## config.mk

```make
export PLATFORM = sky130hd
export DESIGN_NAME = regfile_wb_arbiter
export DESIGN_NICKNAME = d
export VERILOG_FILES = /design/src/rtl/regfile_wb_arbiter.sv
export SDC_FILE = /design/constraint.sdc
export NUM_CORES = 1
export LEC_CHECK = 0
export BUFFER_PORTS_ARGS = -buffer_cell sky130_fd_sc_hd__buf_2
export CELL_PAD_IN_SITES_DETAIL_PLACEMENT = 1
export CELL_PAD_IN_SITES_GLOBAL_PLACEMENT = 2
export CORE_MARGIN = 3
export CORE_UTILIZATION = 33
export CTS_CLUSTER_DIAMETER = 50
export DETAILED_ROUTE_END_ITERATION = 6
export PLACE_DENSITY = 0.95
export SYNTH_ARGS = -nofsm -noshare
export SYNTH_HDL_FRONTEND = slang
export SYNTH_SLANG_ARGS = --single-unit
export TNS_END_PERCENT = 10
```

## constraint.sdc

```tcl
create_clock -name clk -period 4 [get_ports clk]
set_input_delay 0.6 -clock clk [delete_from_list [all_inputs] [get_ports clk]]
set_output_delay 0.6 -clock clk [all_outputs]
set_load 0.01 [all_outputs]
```

## src/rtl/regfile_wb_arbiter.sv

```systemverilog
// Write-back arbiter for the three-port register file: round-robin sharing of the
// single write port between ALU and load results, plus a per-register pending scoreboard.
module regfile_wb_arbiter #(
  parameter int DATA_W = 32,
  parameter int ADDR_W = 5
) (
  input  logic              clk,
  input  logic              rst_n,
  input  logic              alu_valid,
  output logic              alu_ready,
  input  logic [ADDR_W-1:0] alu_addr,
  input  logic [DATA_W-1:0] alu_data,
  input  logic              mem_valid,
  output logic              mem_ready,
  input  logic [ADDR_W-1:0] mem_addr,
  input  logic [DATA_W-1:0] mem_data,
  input  logic              iss_valid,
  output logic              iss_ready,
  input  logic [ADDR_W-1:0] iss_addr,
  input  logic [ADDR_W-1:0] q_a1,
  input  logic [ADDR_W-1:0] q_a2,
  output logic              q_busy1,
  output logic              q_busy2,
  output logic              we3,
  output logic [ADDR_W-1:0] a3,
  output logic [DATA_W-1:0] wd3
);

  localparam int NREG = 1 << ADDR_W;

  localparam logic [0:0] PTR_ALU = 1'b0;
  localparam logic [0:0] PTR_MEM = 1'b1;

  logic [0:0]      ptr_q, ptr_d;
  logic            we3_q, we3_d;
  logic [ADDR_W-1:0] a3_q, a3_d;
  logic [DATA_W-1:0] wd3_q, wd3_d;
  logic [NREG-1:0]   pending_q, pending_d;

  // Readies are gated by rst_n so nothing is accepted while reset is asserted.
  assign alu_ready = rst_n & alu_valid & (~mem_valid | (ptr_q == PTR_ALU));
  assign mem_ready = rst_n & mem_valid & (~alu_valid | (ptr_q == PTR_MEM));
  assign iss_ready = rst_n & ~pending_q[iss_addr];

  assign q_busy1 = pending_q[q_a1];
  assign q_busy2 = pending_q[q_a2];

  assign we3 = we3_q;
  assign a3  = a3_q;
  assign wd3 = wd3_q;

  always_comb begin
    ptr_d = ptr_q;
    we3_d = 1'b0;
    a3_d  = a3_q;
    wd3_d = wd3_q;
    if (alu_ready) begin
      ptr_d = PTR_MEM;
      we3_d = (alu_addr != '0);
      a3_d  = alu_addr;
      wd3_d = alu_data;
    end else if (mem_ready) begin
      ptr_d = PTR_ALU;
      we3_d = (mem_addr != '0);
      a3_d  = mem_addr;
      wd3_d = mem_data;
    end
  end

  // Clear on commit first so a same-edge issue to that register leaves it pending.
  always_comb begin
    pending_d = pending_q;
    if (we3_q) begin
      pending_d[a3_q] = 1'b0;
    end
    if (iss_valid && iss_ready && (iss_addr != '0)) begin
      pending_d[iss_addr] = 1'b1;
    end
    pending_d[0] = 1'b0;
  end

  always_ff @(posedge clk or negedge rst_n) begin
    if (!rst_n) begin
      ptr_q     <= PTR_ALU;
      we3_q     <= 1'b0;
      a3_q      <= '0;
      wd3_q     <= '0;
      pending_q <= '0;
    end else begin
      ptr_q     <= ptr_d;
      we3_q     <= we3_d;
      a3_q      <= a3_d;
      wd3_q     <= wd3_d;
      pending_q <= pending_d;
    end
  end

endmodule

```

==> results.md <==
- Worst Setup Start Kind: input port
- Area after DPL: 4906 um^2
- Htree depth: 3
- Worst slew margin: 0.5321
- Nets: a little over 600
- Die height: 117.6 um
- Vias per cell: roughly 5.4
- Gr busiest metal: met2
- Die width: ~120 um
- Ys flop type: dfrtp_1
- Worst Path Class, Setup: input port to output pin
- P_leak: 2.440 nW
- First-pass GRT wire length: 20,750 um
- RD Place Congestion: 0.9342
- Total CTS buffers: 9
- Max frequency: 324.8 MHz
- WL/cell: roughly 19 um
- Number of synthesized flops with an enable pin: 0
- Worst Max-Slew Pin Slew: 0.6987 ns
- FF+latch count, synth: 70
- Aggregate global-route resource usage: 0.1863
- Share of layout cells above drive strength 1: 0.3686
- GR Util met3: 0.05046
- Setup tns final: 0 ns
- Initial Util: 0.3393
- DRT Pass-1 Iters: 4
- Synth warn: 0
- Starting DRT DRC Count: 128
- Num ports: roughly 140
- Fraction of registers with async set/reset: 1.000
- PwrDens: 527.7 nW/um^2
- IO buf count: approximately 140
- Clk sink count: 70
- Core Util, Final: 0.4326
- Post-Syn Instances: approximately 400
- GR Util met1: 0.2462
- Max VDD drop: between 200 and 250 uV
- DRC: 0
- Vias: between 3,000 and 4,000
- Setup slack after layout: 0.9216 ns
- Critical path data required time: 3.40 ns
- Synth Area per Inst: approximately 10 um^2
- Final Hold Violating Endpoints: 0
- Core region area: approximately 12,000 um^2
- WP data arrival: 2.48 ns
- Register area: 1752 um^2
- Post-synthesis sequential area ratio: 0.4263
- Final period demand of the worst path: around 3.1 ns
- Slew Limit Fails: 0
- Fin crit share: 0.7696
- Total Wirelength: between 10,000 and 15,000 um
- Global route overflow: 0
- Post-route ant nets: 0
- CP endpoint kind: output pin
- Most frequent cells in the layout: buf_2 (135), o21ai_0 (86), dfrtp_1 (70)
- Die Area: 13,830 um^2
- RSZ-0062 raised after global routing: no
- Longest Clk Path Bufs: 2
- Most common cell after layout, fill and taps aside: buf_2
- Clk root buf: clkbuf_16
- Antenna cells: 0
- Status: complete, no violations
- Number of max-cap violations: 0
- Layout fillers: 1,423
- Clk_lat worst skew: between 0.3 and 0.4 ns
- # rows: 40
- Pre-CTS WS: 0.9436 ns
- Largest net degree at the start of global routing: between 40 and 50
- Antenna violations before repair: 0
- Met2 usage: 0.3046
- Library cells used by synthesis: 39
- Vias in the first global route: roughly 3,900
- Clock skew: 0.008728 ns
- Setup bufs post-CTS: 0
- Max Fanout on Critical Path: 19
- Finished Cell Area: 5240 um^2
- # hold bufs at CTS: 0
- CTS resizes: 0
- Post-Syn Nets: 498
- Dpl hpwl: 10,040 um
- Final setup vio count: 0
- Layout area overhead: 27.53%
- CTS tree: yes
- Mapped Area: around 4100 um^2
- Footprint of the multi-input gates: 2201 um^2
- Worst-path clk slew: 0.05 ns
- Hold Path Class: input port to asynchronous set/reset pin
[metrics by stage]
| step | hold slack, ns | total power [W] | cells |
|---|---|---|---|
| 2_1_floorplan | 0.3044 | 0.001563 | 404 |
| 3_3_place_gp | 0.4549 | 0.001834 | 681 |
| 3_5_place_dp | 0.4654 | 0.001893 | 681 |
| 4_1_cts | 0.2258 | 0.002782 | 697 |
| 5_1_grt | 0.2377 | 0.002930 | 697 |
| 6_report | 0.2195 | 0.002765 | 697 |
[state kept, by name, summed over array words and instances (netlist names)]
signal     flops
we3            1
wd3           32
pending_q     31
a3             5
ptr_q          1
[cell usage after synthesis, types with 4 or more instances]
cell	instances	area, um^2
o21ai_0	87	435.4
dfrtp_1	70	1752
nand2_1	53	198.9
mux2i_1	45	450.4
o31ai_1	18	135.1
mux4_2	16	360.4
clkbuf_1	15	56.30
mux2_2	11	123.9
buf_2	9	45.04
inv_1	8	30.03
nand3_1	6	30.03
buf_1	5	18.77
nand3b_1	5	37.54
nor2b_1	5	31.28
nand2b_1	4	25.02
nor2_1	4	15.01
or3_1	4	25.02
or3b_2	4	35.03
[worst max-delay path, stage by stage]
cell	delay, ns
buf_2	0.36
mux2_2	0.42
a22oi_2	0.27
o2111ai_4	0.31
nor3_1	0.34
buf_2	0.19
[where the power goes]
group / leakage, nW / total (W) / switching, W / internal [W]
clock: 0.162 / 0.000876 / 0.000297 / 0.000580
combinational: 1.47 / 0.000764 / 0.000374 / 0.000390
sequential: 0.810 / 0.00112 / 0.000225 / 0.000900
total: 2.44 / 0.00277 / 0.000896 / 0.00187
[layer usage]
layer  vias up  wire length, um
met3        14             1158
met1      1820             5561
met5         -                0
met4         0              174
li1       1739                -
met2       172             6165
[path summary, 6_finish.rpt]
path / start / to / slack, ns / cells after the start
max reg2reg: pending_q[24] / pending_q[22] / 2.10 / 4
min: rst_n / wd3[5] / 0.22 / 1
min reg2reg: wd3[14] / wd3[14] / 0.47 / 2
max: iss_addr[1] / iss_ready / 0.92 / 6
min in group clk: wd3[14] / wd3[14] / 0.47 / 2
max in group asynchronous: rst_n / wd3[0] / 2.84 / 2
[cell families (layout without fill, tap and decap cells)]
logic type,Yosys count,in the layout,synth area share
buf+inv,39,164,0.04202
compound gates,128,128,0.1897
simple gates,95,95,0.1145
flops,70,70,0.4263
mux,72,72,0.2275
[final cells by class]
| cell class | count | area share |
|---|---|---|
| clock buffers | 11 | 0.04823 |
| flip-flops and latches | 70 | 0.3343 |
| multi-input cells | 295 | 0.4200 |
| inverters | 8 | 0.005731 |
| well taps | 168 | 0.04011 |
| repair buffers | 140 | 0.1361 |
| clock inverters | 5 | 0.01552 |
(Power assumes the default switching activity.)
